--- src/rtl/video_overlay_pkg.sv ---
// Shared constants and the 8x8 hex glyph font for the video hex overlay.
package video_overlay_pkg;

    localparam int GLYPH_W = 8;
    localparam int GLYPH_H = 8;
    localparam int DIGITS  = 8;

    typedef logic [7:0] glyph_row_t;

    // 16 glyphs (0-F) x 8 rows; bit 7 of each row byte is the leftmost pixel.
    localparam glyph_row_t FONT_HEX [16][8] = '{
        '{8'h3C, 8'h66, 8'h6E, 8'h76, 8'h66, 8'h66, 8'h3C, 8'h00}, // 0
        '{8'h18, 8'h38, 8'h18, 8'h18, 8'h18, 8'h18, 8'h7E, 8'h00}, // 1
        '{8'h3C, 8'h66, 8'h06, 8'h0C, 8'h30, 8'h60, 8'h7E, 8'h00}, // 2
        '{8'h3C, 8'h66, 8'h06, 8'h1C, 8'h06, 8'h66, 8'h3C, 8'h00}, // 3
        '{8'h0C, 8'h1C, 8'h3C, 8'h6C, 8'h7E, 8'h0C, 8'h0C, 8'h00}, // 4
        '{8'h7E, 8'h60, 8'h7C, 8'h06, 8'h06, 8'h66, 8'h3C, 8'h00}, // 5
        '{8'h3C, 8'h60, 8'h7C, 8'h66, 8'h66, 8'h66, 8'h3C, 8'h00}, // 6
        '{8'h7E, 8'h06, 8'h0C, 8'h18, 8'h30, 8'h30, 8'h30, 8'h00}, // 7
        '{8'h3C, 8'h66, 8'h66, 8'h3C, 8'h66, 8'h66, 8'h3C, 8'h00}, // 8
        '{8'h3C, 8'h66, 8'h66, 8'h3E, 8'h06, 8'h0C, 8'h38, 8'h00}, // 9
        '{8'h18, 8'h3C, 8'h66, 8'h66, 8'h7E, 8'h66, 8'h66, 8'h00}, // A
        '{8'h7C, 8'h66, 8'h66, 8'h7C, 8'h66, 8'h66, 8'h7C, 8'h00}, // B
        '{8'h3C, 8'h66, 8'h60, 8'h60, 8'h60, 8'h66, 8'h3C, 8'h00}, // C
        '{8'h78, 8'h6C, 8'h66, 8'h66, 8'h66, 8'h6C, 8'h78, 8'h00}, // D
        '{8'h7E, 8'h60, 8'h60, 8'h7C, 8'h60, 8'h60, 8'h7E, 8'h00}, // E
        '{8'h7E, 8'h60, 8'h60, 8'h7C, 8'h60, 8'h60, 8'h60, 8'h00}  // F
    };

    function automatic glyph_row_t font_row(input logic [3:0] nib, input logic [2:0] row);
        return FONT_HEX[nib][row];
    endfunction

endpackage

--- src/rtl/hex_font_rom.sv ---
// Registered hex font lookup: one glyph row byte per cycle.
module hex_font_rom
    import video_overlay_pkg::*;
(
    input  logic       clk_i,
    input  logic       rst_i,
    input  logic [3:0] nibble_i,
    input  logic [2:0] row_i,
    output logic [7:0] row_bits_o
);

    glyph_row_t row_bits_q;

    // Register the row byte so the glyph bit lines up with stage 2.
    always_ff @(posedge clk_i or posedge rst_i) begin
        if (rst_i) row_bits_q <= '0;
        else       row_bits_q <= font_row(nibble_i, row_i);
    end

    assign row_bits_o = row_bits_q;

endmodule

--- src/rtl/video_hex_overlay.sv ---
// Burns a frame-latched 32-bit value as 8 hex glyphs into the video stream,
// with a fixed 2-cycle delay on every output.
module video_hex_overlay
    import video_overlay_pkg::*;
#(
    parameter int          POS_X     = 8,
    parameter int          POS_Y     = 8,
    parameter logic [23:0] FG_COLOR  = 24'hFFFFFF,
    parameter logic [23:0] BG_COLOR  = 24'h000000,
    parameter bit          BG_ENABLE = 1'b1
)(
    input  logic        clk_core_12288,
    input  logic        reset,
    input  logic [23:0] in_rgb,
    input  logic        in_de,
    input  logic        in_skip,
    input  logic        in_vs,
    input  logic        in_hs,
    input  logic [31:0] overlay_value,
    input  logic        overlay_enable,
    output logic [23:0] out_rgb,
    output logic        out_de,
    output logic        out_skip,
    output logic        out_vs,
    output logic        out_hs
);

    logic [9:0]  x_pos_q, x_pos_d, y_pos_q, y_pos_d;
    logic        de_prev_q;
    logic [31:0] shadow_val_q;
    logic        shadow_en_q;

    logic        in_x, in_y, in_box;
    logic [5:0]  dx;
    logic [2:0]  dy;
    logic [3:0]  nibble;
    logic [7:0]  rom_bits;
    logic        glyph_bit;

    logic [23:0] s1_rgb_q;
    logic        s1_de_q, s1_skip_q, s1_vs_q, s1_hs_q, s1_box_q;
    logic [2:0]  s1_col_q;

    logic [23:0] out_rgb_q;
    logic        out_de_q, out_skip_q, out_vs_q, out_hs_q;

    // Visible-area position counters; both saturate rather than wrap.
    always_comb begin
        x_pos_d = x_pos_q;
        if (in_hs)                              x_pos_d = '0;
        else if (in_de && x_pos_q != 10'h3FF)   x_pos_d = x_pos_q + 10'd1;
        y_pos_d = y_pos_q;
        if (in_vs)                              y_pos_d = '0;
        else if (!in_de && de_prev_q && y_pos_q != 10'h3FF)
                                                y_pos_d = y_pos_q + 10'd1;
    end

    // Box membership and glyph addressing for the current pixel.
    assign in_x   = (int'({22'd0, x_pos_q}) >= POS_X) &&
                    (int'({22'd0, x_pos_q}) <  POS_X + GLYPH_W * DIGITS);
    assign in_y   = (int'({22'd0, y_pos_q}) >= POS_Y) &&
                    (int'({22'd0, y_pos_q}) <  POS_Y + GLYPH_H);
    assign in_box = in_de && shadow_en_q && in_x && in_y;
    assign dx     = 6'(x_pos_q - 10'(POS_X));
    assign dy     = 3'(y_pos_q - 10'(POS_Y));
    // Leftmost digit shows the most significant nibble.
    assign nibble = shadow_val_q[{3'd7 - dx[5:3], 2'b00} +: 4];

    hex_font_rom u_rom (
        .clk_i      (clk_core_12288),
        .rst_i      (reset),
        .nibble_i   (nibble),
        .row_i      (dy),
        .row_bits_o (rom_bits)
    );

    // Counters and the shadow copy; the shadow only moves on the frame pulse,
    // and the vs pixel itself still sees the previous shadow.
    always_ff @(posedge clk_core_12288 or posedge reset) begin
        if (reset) begin
            x_pos_q      <= '0;
            y_pos_q      <= '0;
            de_prev_q    <= 1'b0;
            shadow_val_q <= '0;
            shadow_en_q  <= 1'b0;
        end else begin
            x_pos_q   <= x_pos_d;
            y_pos_q   <= y_pos_d;
            de_prev_q <= in_de;
            if (in_vs) begin
                shadow_val_q <= overlay_value;
                shadow_en_q  <= overlay_enable;
            end
        end
    end

    // Stage 1: delay the stream alongside the font ROM read.
    always_ff @(posedge clk_core_12288 or posedge reset) begin
        if (reset) begin
            s1_rgb_q  <= '0;
            s1_de_q   <= 1'b0;
            s1_skip_q <= 1'b0;
            s1_vs_q   <= 1'b0;
            s1_hs_q   <= 1'b0;
            s1_box_q  <= 1'b0;
            s1_col_q  <= '0;
        end else begin
            s1_rgb_q  <= in_rgb;
            s1_de_q   <= in_de;
            s1_skip_q <= in_skip;
            s1_vs_q   <= in_vs;
            s1_hs_q   <= in_hs;
            s1_box_q  <= in_box;
            s1_col_q  <= dx[2:0];
        end
    end

    assign glyph_bit = rom_bits[3'd7 - s1_col_q];

    // Stage 2: pixel mux and output registers.
    always_ff @(posedge clk_core_12288 or posedge reset) begin
        if (reset) begin
            out_rgb_q  <= '0;
            out_de_q   <= 1'b0;
            out_skip_q <= 1'b0;
            out_vs_q   <= 1'b0;
            out_hs_q   <= 1'b0;
        end else begin
            if (s1_box_q && glyph_bit)      out_rgb_q <= FG_COLOR;
            else if (s1_box_q && BG_ENABLE) out_rgb_q <= BG_COLOR;
            else                            out_rgb_q <= s1_rgb_q;
            out_de_q   <= s1_de_q;
            out_skip_q <= s1_skip_q;
            out_vs_q   <= s1_vs_q;
            out_hs_q   <= s1_hs_q;
        end
    end

    assign out_rgb  = out_rgb_q;
    assign out_de   = out_de_q;
    assign out_skip = out_skip_q;
    assign out_vs   = out_vs_q;
    assign out_hs   = out_hs_q;

endmodule

--- config.mk ---
export PLATFORM = sky130hd
export DESIGN_NAME = video_hex_overlay
export DESIGN_NICKNAME = d
export VERILOG_FILES = /design/src/rtl/video_overlay_pkg.sv /design/src/rtl/hex_font_rom.sv /design/src/rtl/video_hex_overlay.sv
export SDC_FILE = /design/constraint.sdc
export NUM_CORES = 1
export LEC_CHECK = 0
export ABC_AREA = 0
export CORE_UTILIZATION = 35
export DETAILED_ROUTE_END_ITERATION = 16
export SLEW_MARGIN = 5
export SYNTH_ARGS = -nofsm -noshare
export SYNTH_HDL_FRONTEND = slang
export SYNTH_SLANG_ARGS = --single-unit
--- constraint.sdc ---
create_clock -name clk_core_12288 -period 8.1 [get_ports clk_core_12288]
set_input_delay 0.81 -clock clk_core_12288 [delete_from_list [all_inputs] [get_ports clk_core_12288]]
set_output_delay 0.81 -clock clk_core_12288 [all_outputs]
set_load 0.005 [all_outputs]
==> results of run 1 <==
per-layer routing:
layer  up-vias  share of wire  wire [microns]
li1       1920              -               -
met1      1979           0.46            5820
met2       152           0.47            6010
met3        17          0.056             717
met4         0          0.015             190
met5         -              0               0
logic make-up after synthesis:
family          Yosys count  synth area share
fa+ha+maj                14            0.0313
xor+xnor                 18            0.0315
flops                   119             0.532
compound gates           94             0.107
mux                      63             0.145
simple gates            122             0.105
buf+inv                  63            0.0490
power by group through the flow:
stage | combinational, mW | sequential, mW | clock, mW
3_3_place_gp | 0.199 | 0.667 | 0
2_1_floorplan | 0.126 | 0.657 | 0
4_1_cts | 0.199 | 0.657 | 0.908
6_report | 0.198 | 0.656 | 0.888
3_5_place_dp | 0.198 | 0.667 | 0
5_1_grt | 0.217 | 0.661 | 0.935
state kept, by name (all words and copies together), names as in the netlist:
signal / flops
s1_rgb_q: 24
out_vs: 1
s1_col_q: 3
x_pos_q: 10
y_pos_q: 10
s1_vs_q: 1
shadow_en_q: 1
shadow_val_q: 32
s1_skip_q: 1
s1_de_q: 1
s1_box_q: 1
out_hs: 1
out_rgb: 24
out_de: 1
s1_hs_q: 1
out_skip: 1
u_rom.row_bits_o: 6
critical path, cell delays in order, from the launching register on:
cell      delay, ns
dfrtp_1        0.47
inv_1          0.39
ha_1           0.32
xor2_4         0.40
mux4_1         0.70
mux2i_1        0.52
inv_1          0.26
ha_1           0.35
nand2_1        0.08
o21ai_0        0.09
a211o_1        0.26
a211oi_1       0.22
a311oi_1       0.08
worst paths after layout:
check	endpoint	startpoint	slack (ns)
setup / recovery	u_rom.row_bits_o[3]	x_pos_q[3]	3.79
hold / removal	out_skip	s1_skip_q	0.35
max in group asynchronous	out_rgb[17]	reset	5.92
hold reg to reg	out_skip	s1_skip_q	0.35
setup reg to reg	u_rom.row_bits_o[3]	x_pos_q[3]	3.79
min in group asynchronous	shadow_val_q[0]	reset	0.76
metrics by stage:
stage          hold slack [ns]  total power [mW]  setup WS (ns)
6_report                 0.349              1.74           3.79
5_1_grt                  0.356              1.81           3.49
4_1_cts                  0.350              1.76           3.83
3_5_place_dp             0.336             0.865           3.89
3_3_place_gp             0.332             0.865           4.00
2_1_floorplan            0.331             0.783           4.13
cell usage after synthesis, types with 2 or more instances:
| master | count | area [sq um] |
|---|---|---|
| a211o_1 | 4 | 35.0 |
| a211oi_1 | 5 | 37.5 |
| a21oi_1 | 18 | 90.1 |
| a311oi_1 | 2 | 17.5 |
| a31oi_1 | 3 | 18.8 |
| a41oi_1 | 2 | 17.5 |
| and3_1 | 4 | 25.0 |
| and3_2 | 3 | 22.5 |
| and4_1 | 2 | 17.5 |
| buf_2 | 3 | 15.0 |
| buf_4 | 2 | 15.0 |
| buf_6 | 3 | 33.8 |
| clkbuf_1 | 16 | 60.1 |
| dfrtp_1 | 119 | 2980 |
| ha_1 | 14 | 175 |
| inv_1 | 36 | 135 |
| mux2_2 | 37 | 417 |
| mux2_4 | 2 | 30.0 |
| mux2i_1 | 15 | 150 |
| mux4_1 | 5 | 131 |
| mux4_2 | 3 | 67.6 |
| nand2_1 | 32 | 120 |
| nand2b_1 | 2 | 12.5 |
| nand3_1 | 16 | 80.1 |
| nand4_1 | 7 | 43.8 |
| nor2_1 | 35 | 131 |
| nor3_1 | 8 | 40.0 |
| nor4_1 | 2 | 12.5 |
| o2111ai_1 | 3 | 26.3 |
| o211ai_1 | 3 | 22.5 |
| o21ai_0 | 35 | 175 |
| o21ai_1 | 2 | 10.0 |
| o311ai_0 | 2 | 17.5 |
| o31ai_1 | 2 | 15.0 |
| or3_1 | 4 | 25.0 |
| xnor2_1 | 9 | 78.8 |
| xor2_1 | 8 | 70.1 |
layout make-up:
| type | count | area share |
|---|---|---|
| flip-flops and latches | 119 | 0.406 |
| repair buffers | 93 | 0.125 |
| clock buffers | 17 | 0.0579 |
| clock inverters | 15 | 0.0371 |
| multi-input cells | 311 | 0.319 |
| well taps | 211 | 0.0360 |
| inverters | 37 | 0.0193 |
placed cells by master, fill, tap and decap left out, types with 5 or more instances in the layout:
cell type	instances
nand3_1	16
nor3_1	8
mux4_1	5
nand2_1	32
inv_1	35
nor2_1	35
a21oi_1	18
mux2i_1	15
nand4_1	7
xnor2_1	9
dfrtp_1	119
o21ai_0	35
clkbuf_16	17
clkdlybuf4s50_1	89
ha_1	14
mux2_2	37
a211oi_1	5
bufinv_16	7
xor2_1	8
==> flow_results.org, run 1 <==
** Outcome
- Outcome :: completed

** Yosys
- Number of enable flip-flop cells after synthesis :: 0
- Among all flip-flop cells after synthesis, the most frequent one is dfrtp_1.
- Mean instance size in the synthesized netlist :: 11.3 sq um
- Portion of the post-synthesis area used by sequential elements :: 0.532
- Yosys printed 0 warnings.
- The number of different library cells used by synthesis comes to 62.
- Async set-or-reset flop fraction in the synthesized netlist :: 1.00
- Counting flops and latches in the post-synthesis netlist gives 119.
- When the netlist entered floorplanning its net count stood at 570.
- Counting every instance in the synthesized netlist gives 493.
- In this run the cell area of the synthesized design comes to 0.00560 sq mm.

** Detailed routing
- The count of nets left with antenna violations once routing finished came out at 0.
- Post-detailed-route DRC marker count :: 0
- Number of design-rule violations left by the first detailed-router iteration :: 268
- Using the TritonRoute via totals, the vias-per-cell ratio works out to 5.07.
- Summed over all layers, the routed wires come to 12.7 mm.
- The routed layout has 4068 vias.
- Dividing the detail-routed wire length by the instance count gives 15.9 microns.
- The first detailed-routing pass took 9 iterations.

** Finish
- Registers take 0.00298 sq mm.
- The multi-input combinational cells in the finished layout cover a total of 0.00234 sq mm.
- Cell area after layout :: 0.00734 sq mm
- Share of final-layout standard cells stronger than drive strength 1 :: 0.144
- Fin nets :: 656
- Number of diodes :: 0
- The finished layout holds 803 standard cells, fillers aside.
- Relative to the synthesized area, the layout overhead comes to 31.2%.
- Core occupancy in the finished layout :: 0.476
- The layout has 1419 filler cells.

** Setup path
- The worst setup path is captured at a register.
- Data required time at the worst endpoint :: 8.35 ns
- The setup path with the least slack is of type register to register.
- Worst r2r path cells :: 12
- Data arrives at the worst endpoint at 4.56 ns.
- Sort of element at the start of the critical path :: register
- Along the worst path, the maximum fanout reaches 10.

** Place
- After detailed placement, the total cell area comes to 0.00665 sq mm.
- During placement, the flow inserted port buffers numbering 90.
- Detailed-placement wirelength estimate :: 8.60 mm
- Number of instances in the placed design :: 771
- At the end of routability-driven placement, the weighted congestion stood at 0.860.

** Floorplan
- The floorplan has 45 rows.
- Full die area :: 0.0165 sq mm
- The floorplan step defined a core boundary enclosing 0.0154 sq mm.
- Effective utilization at floorplan :: 0.363
- Pin placement for this block handled 91 I/O pins.
- Chip Width :: 128 microns
- In this run the vertical extent of the chip is 128 microns.

** Timing
- Hold Vio Cnt, Final :: 0
- Crit share post-route :: 0.532
- In this run the tightest slew margin relative to its limit is 0.278.
- Setup repair after global routing left no endpoint under its margin.
- Setup violations remaining at the end of the flow were counted as 0.
- Achievable Freq :: 232 MHz
- Worst Tran Pin Value :: 1.08 ns
- Final critical delay including setup and external delays :: 4.31 ns
- After routing, the total negative slack on setup checks comes to 0 ns.
- Setup skew after layout :: 0.0108 ns
- The number of max-slew violations in the final report came to 0.

** Clocking
- TritonCTS built the clock tree.
- CTS H-tree lvls :: 4
- CTS saw 119 sinks.
- After clock tree synthesis, the clock-pin slew on the worst setup and hold paths is 0.06 ns.
- The clock passes through at most 2 buffers.
- CTS resizes :: 0
- Clock buffers created by TritonCTS :: 17
- Post CTS Setup Buffer Count :: 0
- Clock latency of the later-clocked register in the worst-skew pair :: 0.41 ns
- Hold buffer count at CTS :: 0
- CTS Root Cell :: clkbuf_16

** Power
- The share of total power dissipated in combinational logic is 0.114.
- Cell Pwr Density :: 237 mW/mm^2
- Fraction of power spent switching nets :: 0.229
- Of the total power, registers draw 0.377.
- Proportion of power drawn by the clock network :: 0.510
- Net switching power :: 0.399 mW
- Cell internal power was estimated by the tool at 1.34 mW.
- Peak supply drop :: 165 uV
- For this design the static power due to leakage is 3.13 nW.

** Hold path
- Hold path cells :: 0
- In this run the worst hold path is classified as register to register.

** Global route
- In the global route stage, overall resource usage came out at 0.165.
- The first global-routing pass estimated 20.9 mm of wire.
- The via count of the first global-routing pass was 3987.
- Entering global routing, the biggest net connects 88 pins.
- Met1 Usage GRT :: 0.219
- Summed over all layers, the global routing overflow is 0.
- For met2 alone, demand over resource in global routing was 0.259.
- For met3 alone, demand over resource in global routing was 0.0437.
- Global-route layer with the greatest usage :: met2
- The initial antenna violation count came to 0.

** Flow run
- Number of max-capacitance violations reported :: 0
(Power assumes the default switching activity.)
==> run 2, diff against run 1 <==
- clock period: 8.1 -> 3.79 ns (I/O delays scaled with it)
==> flow_results.org, run 2 (same netlist as run 1, synthesis figures left out) <==
** Finish
- Cell area after layout :: 0.00732 sq mm
- Share of final-layout standard cells stronger than drive strength 1 :: 0.161
- Leaving out fill and tap cells, the most frequent cell in the layout is dfrtp_1.
- The top cell types in the final layout, fill and taps aside, are 119 x dfrtp_1, 89 x clkdlybuf4s50_1, 37 x mux2_2.
- Flip-flop count of the largest register, all copies and words added :: 32
- From synthesis to final layout, the design area changed by 30.9%.
- Fill cells in the final layout number 1406.
- Fin nets :: 668
- Counting flops per register, the top entry is shadow_val_q.
- The number of antenna diodes in the final layout is 0.

** Power
- VDD sags by at most 350 uV.
- Proportion of power drawn by the clock network :: 0.457
- Share of total power in sequential cells :: 0.412
- Fraction of power spent switching nets :: 0.255
- Net switching power :: 0.863 mW
- Internal power comes to 2.52 mW.
- Logic gate share of total power :: 0.131
- Cell Pwr Density :: 462 mW/mm^2
- Lkg Pwr :: 3.14 nW

** Global route
- Largest net degree at the start of global routing :: 75
- After global routing, the most crowded layer is met2.
- Routing usage on met2 :: 0.272
- For met3 alone, demand over resource in global routing was 0.0391.
- Wire length of the first global-routing pass :: 21.9 mm
- After global routing the overflow that remains totals 0.
- Met1 Usage GRT :: 0.224
- The via count of the first global-routing pass is 4152.
- For this run, the total global-route usage over all layers was measured as 0.171.
- Antenna violations before repair :: 0

** Place
- Detailed placement ended at an HPWL of 9.10 mm.
- In this run the cell area measured after placement is 0.00674 sq mm.
- Count of port buffers added during placement :: 90
- Routability-driven placement finished with a final weighted congestion of 0.943.

** Detailed routing
- Post-Route WL :: 13.1 mm
- After detailed routing, the number of remaining DRC violations is 0.
- Routed WL per cell :: 16.0 microns
- The first TritonRoute pass finished after 5 iterations.
- Number of design-rule violations left by the first detailed-router iteration :: 356
- For this block, the via count after detailed routing is 4097.
- In this run the remaining antenna-violating nets after routing total 0.
- Vias per Instance :: 5.03

** Floorplan
- The die is 128 microns tall.
- Chip Width :: 128 microns
- Number of top-level design ports :: 91
- The initial utilization of the core area, before any placement, comes to 0.363.
- Site Rows :: 45
- Full die area :: 0.0165 sq mm
- Core region area :: 0.0154 sq mm

** Setup path
- STA puts the critical path data arrival time at 3.74 ns.
- Kind of end point of the critical path :: register
- Largest fanout of any net on the critical path :: 7
- The worst setup path is launched from a register.
- Type of the worst setup path :: register to register
- Data required time at the worst endpoint :: 4.03 ns

** Clocking
- CTS Root Cell :: clkbuf_16
- Post-CTS clock slew at the launch and capture registers of the worst setup and hold paths :: 0.06 ns
- Clock buffers created by TritonCTS :: 17
- The clock net in this run drives a total of 119 sinks.
- The clock passes through at most 2 buffers.
- CTS H-tree lvls :: 4
- Clock latency of the later-clocked register in the worst-skew pair :: 0.41 ns
- TritonCTS built the clock tree.

** Timing
- In this run the tightest slew margin relative to its limit is 0.337.
- Setup skew after layout :: 0.0113 ns
- Setup repair after global routing left no endpoint under its margin.
- At the pin with the least slew margin, the transition time is 0.994 ns.
- Crit share post-route :: 0.925
- The number of max-slew violations in the final report came to 0.
- The final hold violation count was 0.
- Static timing analysis puts the maximum clock frequency at 285 MHz.
- Setup violations remaining at the end of the flow were counted as 0.
- Final critical delay including setup and external delays :: 3.50 ns
- Aggregate negative setup slack :: 0 ns

** Flow run
- Max-cap violations in this run came to 0.

** Outcome
- Outcome :: completed

** Hold path
- Worst min-delay path category :: register to register
## run 2: cell types whose count changed in the layout (fill, tap and decap cells not counted), sizes merged
cell / before / now
buf: 4 / 16
bufinv: 7 / 1
clkbuf: 17 / 19
clkinv: 4 / 8
clkinvlp: 3 / 2
inv: 38 / 39
## run 2: worst paths after layout
check,startpoint,to,slack (ns),depth (start not counted)
min in group asynchronous,reset,s1_rgb_q[15],0.54,2
max reg2reg,x_pos_q[4],u_rom.row_bits_o[3],0.29,12
max,x_pos_q[4],u_rom.row_bits_o[3],0.29,12
min reg2reg,s1_skip_q,out_skip,0.35,0
min,s1_skip_q,out_skip,0.35,0
max in group asynchronous,reset,shadow_en_q,2.50,3
## run 2: timing repair
item                                    CTS  global route
resized for setup                         0             0
endpoints found under the setup margin    0             2
hold buffers                              0             0
buffers inserted                          0             1
endpoints found under the hold margin     0             0
## run 2: routing by layer
layer	part of all wire	vias up
li1	-	1942
met1	0.45	1977
met2	0.47	152
met3	0.056	26
met4	0.022	0
met5	0	-
## run 2: layout make-up
cell class / count / area [sq um] / area share
Clock buffer: 19 / 453 / 0.0619
Multi-Input combinational cell: 311 / 2340 / 0.320
Tap cell: 211 / 264 / 0.0361
Clock inverter: 13 / 121 / 0.0166
Timing Repair Buffer: 105 / 1020 / 0.139
Sequential cell: 119 / 2980 / 0.407
Inverter: 37 / 141 / 0.0193
## run 2: power by group through the flow
stage	clock network, mW	logic, mW	registers [mW]
after floorplan	0	0.270	1.40
after global placement	0	0.442	1.42
after detailed placement	0	0.439	1.42
after CTS	1.58	0.442	1.40
after global routing	1.64	0.486	1.40
final	1.55	0.443	1.40
## run 2: metrics by stage
step	cells	worst slack (ns)	util	hold slack [ns]	total power [mW]
after global placement	782	0.276	0.437	0.333	1.86
after detailed placement	782	0.243	0.437	0.335	1.86
after global routing	815	0.0274	0.475	0.356	3.53
after floorplan	493	0.0732	-	0.331	1.67
after CTS	814	0.217	0.474	0.348	3.42
final	815	0.286	0.475	0.347	3.38
## run 2: critical path: stages (launching register included)
cell and delay (ns):
dfrtp_1 0.41, inv_1 0.10, ha_1 0.24, xor2_4 0.28
mux4_1 0.68, mux2i_1 0.27, inv_1 0.17, ha_1 0.32
nand2_1 0.09, o21ai_0 0.09, a211o_1 0.28, a211oi_1 0.31
a311oi_1 0.10
